`config.mk`:
```
export PLATFORM = sky130hd
export DESIGN_NAME = spi_frame_receiver
export DESIGN_NICKNAME = d
export VERILOG_FILES = /design/src/rtl/spi_frame_pkg.sv /design/src/rtl/sync_edge_detect.sv /design/src/rtl/spi_frame_receiver.sv
export SDC_FILE = /design/constraint.sdc
export NUM_CORES = 1
export LEC_CHECK = 0
export BUFFER_PORTS_ARGS = -buffer_cell sky130_fd_sc_hd__buf_2
export CORE_MARGIN = 5
export CORE_UTILIZATION = 35
export DETAILED_ROUTE_END_ITERATION = 10
export HOLD_SLACK_MARGIN = 0.05
export PLACE_DENSITY = 0.51
export SYNTH_ARGS = -nofsm -noshare
export SYNTH_HDL_FRONTEND = slang
export SYNTH_SLANG_ARGS = --single-unit
export TNS_END_PERCENT = 20
```
`constraint.sdc`:
```
create_clock -name clk -period 4.44 [get_ports clk]
set_input_delay 0.444 -clock clk [delete_from_list [all_inputs] [get_ports clk]]
set_output_delay 0.444 -clock clk [all_outputs]
set_load 0.005 [all_outputs]
```
`src/rtl/spi_frame_pkg.sv`:
```
// Shared constants, field positions and FSM state type for the SPI frame receiver.
package spi_frame_pkg;

  localparam int unsigned FRAME_BITS = 16;
  localparam int unsigned ADDR_W     = 7;
  localparam int unsigned DATA_W     = 8;
  localparam int unsigned CNT_W      = 5;

  localparam logic [ADDR_W-1:0] MAX_ADDR = 7'h04;

  localparam int unsigned RW_BIT   = 15;
  localparam int unsigned ADDR_MSB = 14;
  localparam int unsigned ADDR_LSB = 8;

  typedef enum logic [1:0] {
    IDLE,
    SHIFT,
    COMMIT
  } state_e;

endpackage

```
`src/rtl/sync_edge_detect.sv`:
```
// Multi-flop synchroniser for one async input, plus a history flop for edge detection.
module sync_edge_detect #(
  parameter int unsigned SYNC_STAGES = 2,
  parameter logic        RESET_VAL   = 1'b0
) (
  input  logic clk,
  input  logic rst_n,
  input  logic d_i,
  output logic level_o,
  output logic rise_o,
  output logic fall_o
);

  logic [SYNC_STAGES-1:0] sync_q, sync_d;
  logic                   hist_q, hist_d;

  always_comb begin
    sync_d = {sync_q[SYNC_STAGES-2:0], d_i};
    hist_d = sync_q[SYNC_STAGES-1];
  end

  always_ff @(posedge clk or negedge rst_n) begin
    if (!rst_n) begin
      sync_q <= {SYNC_STAGES{RESET_VAL}};
      hist_q <= RESET_VAL;
    end else begin
      sync_q <= sync_d;
      hist_q <= hist_d;
    end
  end

  assign level_o = sync_q[SYNC_STAGES-1];
  assign rise_o  = sync_q[SYNC_STAGES-1] & ~hist_q;
  assign fall_o  = ~sync_q[SYNC_STAGES-1] & hist_q;

endmodule

```
`src/rtl/spi_frame_receiver.sv`:
```
// SPI mode-0 write-only frame receiver: synchronises pins, deserialises 16-bit frames,
// validates length/address and emits one-cycle write or error strobes.
module spi_frame_receiver
  import spi_frame_pkg::*;
#(
  parameter int unsigned SYNC_STAGES = 2
) (
  input  logic              clk,
  input  logic              rst_n,
  input  logic              sclk_i,
  input  logic              copi_i,
  input  logic              ncs_i,
  output logic              wr_valid,
  output logic [ADDR_W-1:0] wr_addr,
  output logic [DATA_W-1:0] wr_data,
  output logic              frame_err,
  output logic              busy
);

  logic sclk_lvl, sclk_rise, sclk_fall;
  logic copi_lvl, copi_rise, copi_fall;
  logic ncs_lvl,  ncs_rise,  ncs_fall;

  sync_edge_detect #(.SYNC_STAGES(SYNC_STAGES), .RESET_VAL(1'b0)) u_sync_sclk (
    .clk(clk), .rst_n(rst_n), .d_i(sclk_i),
    .level_o(sclk_lvl), .rise_o(sclk_rise), .fall_o(sclk_fall)
  );

  sync_edge_detect #(.SYNC_STAGES(SYNC_STAGES), .RESET_VAL(1'b0)) u_sync_copi (
    .clk(clk), .rst_n(rst_n), .d_i(copi_i),
    .level_o(copi_lvl), .rise_o(copi_rise), .fall_o(copi_fall)
  );

  sync_edge_detect #(.SYNC_STAGES(SYNC_STAGES), .RESET_VAL(1'b1)) u_sync_ncs (
    .clk(clk), .rst_n(rst_n), .d_i(ncs_i),
    .level_o(ncs_lvl), .rise_o(ncs_rise), .fall_o(ncs_fall)
  );

  // Mode 0 samples on SCLK rise only; COPI edges are irrelevant.
  logic unused_edges;
  assign unused_edges = ^{sclk_lvl, sclk_fall, copi_rise, copi_fall};

  state_e state_q, state_d;

  logic [FRAME_BITS-1:0] sr_q, sr_d;
  logic [CNT_W-1:0]      bit_cnt_q, bit_cnt_d;
  logic                  ovf_q, ovf_d;
  logic                  wr_valid_q, wr_valid_d;
  logic                  frame_err_q, frame_err_d;
  logic [ADDR_W-1:0]     wr_addr_q, wr_addr_d;
  logic [DATA_W-1:0]     wr_data_q, wr_data_d;

  always_ff @(posedge clk or negedge rst_n) begin
    if (!rst_n) begin
      state_q <= IDLE;
    end else begin
      state_q <= state_d;
    end
  end

  // IDLE checks the level, not just the fall, so a fall during COMMIT is not lost.
  always_comb begin
    state_d = state_q;
    unique case (state_q)
      IDLE:    if (ncs_fall || !ncs_lvl) state_d = SHIFT;
      SHIFT:   if (ncs_rise)             state_d = COMMIT;
      COMMIT:                            state_d = IDLE;
      default:                           state_d = IDLE;
    endcase
  end

  always_comb begin
    sr_d        = sr_q;
    bit_cnt_d   = bit_cnt_q;
    ovf_d       = ovf_q;
    wr_valid_d  = 1'b0;
    frame_err_d = 1'b0;
    wr_addr_d   = wr_addr_q;
    wr_data_d   = wr_data_q;
    unique case (state_q)
      IDLE: begin
        if (ncs_fall || !ncs_lvl) begin
          bit_cnt_d = '0;
          ovf_d     = 1'b0;
        end
      end
      SHIFT: begin
        // nCS rise takes priority over a coincident SCLK rise.
        if (!ncs_rise && sclk_rise) begin
          sr_d = {sr_q[FRAME_BITS-2:0], copi_lvl};
          if (bit_cnt_q == CNT_W'(FRAME_BITS)) begin
            ovf_d = 1'b1;
          end else begin
            bit_cnt_d = bit_cnt_q + CNT_W'(1);
          end
        end
      end
      COMMIT: begin
        if (bit_cnt_q != CNT_W'(FRAME_BITS) || ovf_q) begin
          frame_err_d = 1'b1;
        end else if (!sr_q[RW_BIT]) begin
          frame_err_d = 1'b0;
        end else if (sr_q[ADDR_MSB:ADDR_LSB] > MAX_ADDR) begin
          frame_err_d = 1'b1;
        end else begin
          wr_valid_d = 1'b1;
          wr_addr_d  = sr_q[ADDR_MSB:ADDR_LSB];
          wr_data_d  = sr_q[DATA_W-1:0];
        end
      end
      default: ;
    endcase
  end

  always_ff @(posedge clk or negedge rst_n) begin
    if (!rst_n) begin
      sr_q        <= '0;
      bit_cnt_q   <= '0;
      ovf_q       <= 1'b0;
      wr_valid_q  <= 1'b0;
      frame_err_q <= 1'b0;
      wr_addr_q   <= '0;
      wr_data_q   <= '0;
    end else begin
      sr_q        <= sr_d;
      bit_cnt_q   <= bit_cnt_d;
      ovf_q       <= ovf_d;
      wr_valid_q  <= wr_valid_d;
      frame_err_q <= frame_err_d;
      wr_addr_q   <= wr_addr_d;
      wr_data_q   <= wr_data_d;
    end
  end

  assign wr_valid  = wr_valid_q;
  assign frame_err = frame_err_q;
  assign wr_addr   = wr_addr_q;
  assign wr_data   = wr_data_q;
  assign busy      = ~ncs_lvl;

endmodule

```
-- After elaboration in Yosys (flattened, before gate mapping)
Cells that the tools add are included.
- register bits after elaboration: 49
- output and inout bits: 18
- word-level logic and storage cells: 63
- add/subtract/negate cells: 1
- magnitude comparators: 1
- equal/unequal tests: 9
- multiplexer cells: 19
- bitwise logic cells: 8
- reductions and logical operators: 12
- operator list (cell ; count):
    $mux 5 ; 3
    $reduce_and 4->1 ; 3
    $mux 1 ; 11
    $ne 2x2->1 const B ; 5
    $pmux 5 s2 ; 1
    $gt 7x3->1 const B ; 1
    $add 5x1->5 const B ; 1
    $eq 5x5->1 const B ; 1
    $ne 5x5->1 const B ; 1
    $not 1->1 ; 5
    $mux 2 ; 2
    $pmux 2 s2 ; 1
    $reduce_and 2->1 ; 2
    $and 1x1->1 ; 3
    $eq 2x1->1 const B ; 1
    $eq 2x2->1 const B ; 1
    $logic_not 1->1 ; 2
    $logic_not 2->1 ; 1
    $logic_or 1x1->1 ; 2
    $pmux 1 s2 ; 1
    $reduce_bool 2->1 ; 1
    $logic_and 1x1->1 ; 1

-- Longest topological paths before layout
- depth after elaboration: 6
- mapped depth: 6
- mapped depth without buffers: 6

-- Modules after synthesis
A second synthesis with hierarchy kept.
- cell total of the unflattened synthesis: 138
- area total of the unflattened synthesis: 1993.2 µm²
- by module, submodules not included (module ; times used ; cells an instance ; area an instance (µm²)):
    spi_frame_receiver ; 1 ; 123 ; 1719.1
    sync_edge_detect at u_sync_copi ... ; 2 ; 5 ; 90.1
    sync_edge_detect at u_sync_ncs ; 1 ; 5 ; 93.8

-- Worst setup path before layout
Ideal clock, no wire load.
- path type: reg-to-reg
- start: register bit_cnt_q[0]
- end: register wr_addr_q[0], in the netlist wr_addr[0]
- data arrival time: 1.869 ns
- required time: 4.315 ns
- slack: 2.446 ns
- stages on the path, launching flop included: 7
- buffers on the path: 1
- cell sequence: dfrtp_1 > inv_1 > ha_1 > or4b_4 > nor3_4 > buf_6 > mux2_2
- longest elaborated chain between the ends: 4
- ends and longest elaborated chain (what ; line ; source):
    from (decl) ; spi_frame_receiver.sv:46 ; logic [CNT_W-1:0] bit_cnt_q, bit_cnt_d;
    from (signal assigned) ; spi_frame_receiver.sv:126 ; bit_cnt_q <= bit_cnt_d;
    $ne 5x5->1 ; spi_frame_receiver.sv:99 ; if (bit_cnt_q != CNT_W'(FRAME_BITS) || ovf_q) begin
    $logic_or 1x1->1 ; spi_frame_receiver.sv:99 ;
    $not 1->1 (no source line) ; n/a ;
    $reduce_and 4->1 (no source line) ; n/a ;
    to (signal assigned) ; spi_frame_receiver.sv:130 ; wr_addr_q <= wr_addr_d;
    to (decl) ; spi_frame_receiver.sv:50 ; logic [ADDR_W-1:0] wr_addr_q, wr_addr_d;
No other way between the ends.
A chain may end at the register's enable or synchronous reset.

-- Worst setup path after layout
- start: register bit_cnt_q[0]
- end: register wr_addr_q[1], in the netlist wr_addr[1]
Same word-level chain as after synthesis.

==> flow_metrics.py <==
metrics = {
    "critical_path": {
        "crit_type": "register to register",
        "worstPathArrival_ns": 2.46,
        "path_delay_family": "simple AND/OR/NAND/NOR gates",
        "cp_num_cells": 5,
        "worst-path-buf-inv": 1,
        "startpoint_type": "register",
        "slowest_delay_ns": 0.61,
        "cp.required_ns": 4.62,
        "critical_path.slowest_cell": "nor3_4",
        "r2r_cells": 5,
        "crit_path_end_kind": "register",
        "crit_chain": "inv_1, ha_1, or4b_4, nor3_4, mux2_2",
        "critPathMaxFanout": 15,
    },
    "global_routing": {
        "grt_pass1_vias": 1169,
        "gr-usage-all-layers_pct": 9.75,
        "grt_max_degree": 50,
        "grt_overflow_total": 0,
        "antenna_found_initial": 0,
        "grt_pass1_wl_mm": 5.49,
    },
    "pwr": {
        "ir_drop_v": 0.000177,
        "power.total_mw": 0.851,
        "power_density_nw_per_um2": 391,
        "cellLeakagePower_nw": 1.11,
    },
    "floorplanning": {
        "die_area_sq_um": 7090,
        "initial_core_util_pct": 35.4,
        "die_h_um": 84.2,
        "die_x_um": 84.2,
        "design.core.area_sq_um": 5440,
        "rows": 27,
        "ioPinCount": 23,
    },
    "final_layout": {
        "area_delta_synth_final_pct": 13.0,
        "drive_above_1_share_pct": 41.9,
        "layout.nets": 166,
        "finalNonFillerCells": 232,
        "insertedDiodeCount": 0,
        "postLayoutCoreUtil_pct": 40.0,
    },
    "placement": {
        "gp_congestion": 0.761,
        "io_buffers": 22,
        "placedCellCount": 224,
        "dp_hpwl_mm": 2.08,
    },
    "sta": {
        "setup_tns_ns": 0,
        "drv_slew": 0,
        "hold_viol_final": 0,
        "tightest_slew_ns": 1.05,
        "period_needed_ns": 2.29,
        "fmax_mhz": 437,
        "finalSetupViolCount": 0,
        "skew_ns": 0.0111,
        "period_share_pct": 51.5,
        "slew_headroom_pct": 28.2,
        "rsz0062_at_grt": "false",
    },
    "cts": {
        "root_buffer": "clkbuf_8",
        "holdBufCountCts": 0,
        "clk_pin_slew_ns": 0.09,
        "cts_buffers": 5,
        "cts_setup_buffers": 0,
        "clk_latency_ns": 0.30,
        "htreeDepth": 2,
        "cts_tree": "yes",
        "cts_buffer_depth": 2,
        "clock-sinks": 49,
        "cts_resized": 0,
    },
    "yosys": {
        "synthesis.nets": 142,
        "netlist_area_sq_um": 1930,
        "seq_area_frac_synth_pct": 63.9,
        "yosysWarningCount": 0,
        "ys_types": 33,
        "netlist_instances": 135,
        "ys_ff_latch": 49,
        "syn_area_per_cell_sq_um": 14.3,
    },
    "drt": {
        "ant_nets": 0,
        "route.detailed.drc": 0,
        "vias_per_cell": 4.83,
        "wire_per_inst_um": 13.2,
        "first_iter_violations": 65,
        "vias": 1121,
        "dr.pass1.iters": 4,
        "routed_wirelength_mm": 3.06,
    },
    "run_status": {
        "status": "complete, no violations",
    },
    "run": {
        "maxCapViolCount": 0,
    },
    "worst_hold_path": {
        "hold_path.class": "input port to register",
        "worstHoldPathCells": 1,
    },
}
metrics by stage:
step / hold slack [ns] / setup WS (ns) / instance area (sq um)
after floorplan: 0.148 / 2.45 / 1930
after global placement: 0.335 / 2.23 / 2100
after detailed placement: 0.343 / 2.14 / 2100
after CTS: 0.229 / 2.13 / 2180
after global routing: 0.225 / 2.01 / 2180
final: 0.247 / 2.15 / 2180
worst register-to-register path: stages, from the launching register on:
cell	delay (ns)
dfrtp_1	0.42
inv_1	0.07
ha_1	0.16
or4b_4	0.50
nor3_4	0.61
mux2_2	0.41
cell families (layout without fill, tap and decap cells):
family,Yosys count,in the layout,share of synthesized area [%]
AO/OA/AOI/OAI,16,16,5.85
adder cells (fa/ha/maj),2,2,1.30
buffers and inverters,11,36,2.73
flip-flops,49,49,63.9
multiplexers,27,27,15.8
AND/OR/NAND/NOR,30,30,10.5
metal layers:
metal  share of wire (%)  track usage, %  wire [um]
met5                   0               0          0
met4                 2.2            4.82         68
met3                 6.6            4.42        202
met2                  47            14.7       1440
met1                  44            11.8       1350
synth_stat cells:
cell type  number  area (sq um)
dfrtp_1        46          1150
mux2_2         27           304
inv_1           6          22.5
and2b_2         5          43.8
nand2_1         5          18.8
nand2b_1        4          25.0
nor2_1          4          15.0
a21oi_1         3          15.0
dfstp_2         3          78.8
nand3_1         3          15.0
o21ai_0         3          15.0
buf_2           2          10.0
ha_1            2          25.0
nor4_1          2          12.5
o211ai_1        2          15.0
a2111oi_0       1          8.76
a211o_2         1          10.0
a21o_1          1          7.51
a22o_1          1          8.76
a22o_2          1          10.0
a31oi_1         1          6.26
a41o_1          1          10.0
and3_1          1          6.26
and4bb_2        1          12.5
buf_6           1          11.3
clkbuf_1        1          3.75
clkbuf_2        1          5.00
nand4_1         1          6.26
nand4bb_1       1          11.3
nor3_1          1          5.00
nor3_4          1          16.3
o22ai_1         1          6.26
or4b_4          1          13.8
registers in the layout, indices dropped and copies added, names as in the netlist:
signal,flops
sr_q,16
wr_data,8
wr_addr,7
bit_cnt_q,5
state_q,2
u_sync_copi.sync_q,2
u_sync_ncs.sync_q,2
u_sync_sclk.sync_q,2
frame_err,1
ovf_q,1
u_sync_ncs.hist_q,1
u_sync_sclk.hist_q,1
wr_valid,1
layout make-up:
class	count	area, sq um
repair buffers	22	110
fillers	536	3260
clock buffers	8	80.1
well taps	72	90.1
flip-flops and latches	49	1230
multi-input cells	75	643
inverters	6	22.5
path summary, 6_finish.rpt:
path | start | to | slack (ns)
setup / recovery | bit_cnt_q[0] | wr_addr[1] | 2.15
hold / removal | ncs_i | u_sync_ncs.sync_q[0] | 0.25
setup reg to reg | bit_cnt_q[0] | wr_addr[1] | 2.15
hold reg to reg | u_sync_copi.sync_q[0] | u_sync_copi.sync_q[1] | 0.36
max in group asynchronous | rst_n | wr_data[7] | 3.44
min in group asynchronous | rst_n | bit_cnt_q[3] | 0.33
placed cells by master, fill, tap and decap left out:
cell / netlist / final
nor3_4: 1 / 1
nor3_1: 1 / 1
clkbuf_8: 0 / 5
buf_2: 2 / 22
a41o_1: 1 / 1
a2111oi_0: 1 / 1
a31oi_1: 1 / 1
and3_1: 1 / 1
dfrtp_1: 46 / 46
or4b_4: 1 / 1
dfstp_2: 3 / 3
ha_1: 2 / 2
o21ai_0: 3 / 3
nor2_1: 4 / 4
a22o_1: 1 / 1
clkbuf_1: 1 / 3
nand4_1: 1 / 1
a21o_1: 1 / 1
o22ai_1: 1 / 1
nor4_1: 2 / 2
a21oi_1: 3 / 3
mux2_2: 27 / 27
nand2_1: 5 / 5
and2b_2: 5 / 5
and4bb_2: 1 / 1
nand4bb_1: 1 / 1
o211ai_1: 2 / 2
inv_1: 6 / 6
nand3_1: 3 / 3
a211o_2: 1 / 1
a22o_2: 1 / 1
nand2b_1: 4 / 4
where the power goes:
group	internal, mW	switching [mW]	total (mW)
logic	0.0437	0.0382	0.0819
clock network	0.112	0.132	0.244
registers	0.491	0.0340	0.525
total	0.647	0.204	0.851
Note: power is estimated with default switching activity, not from simulation.
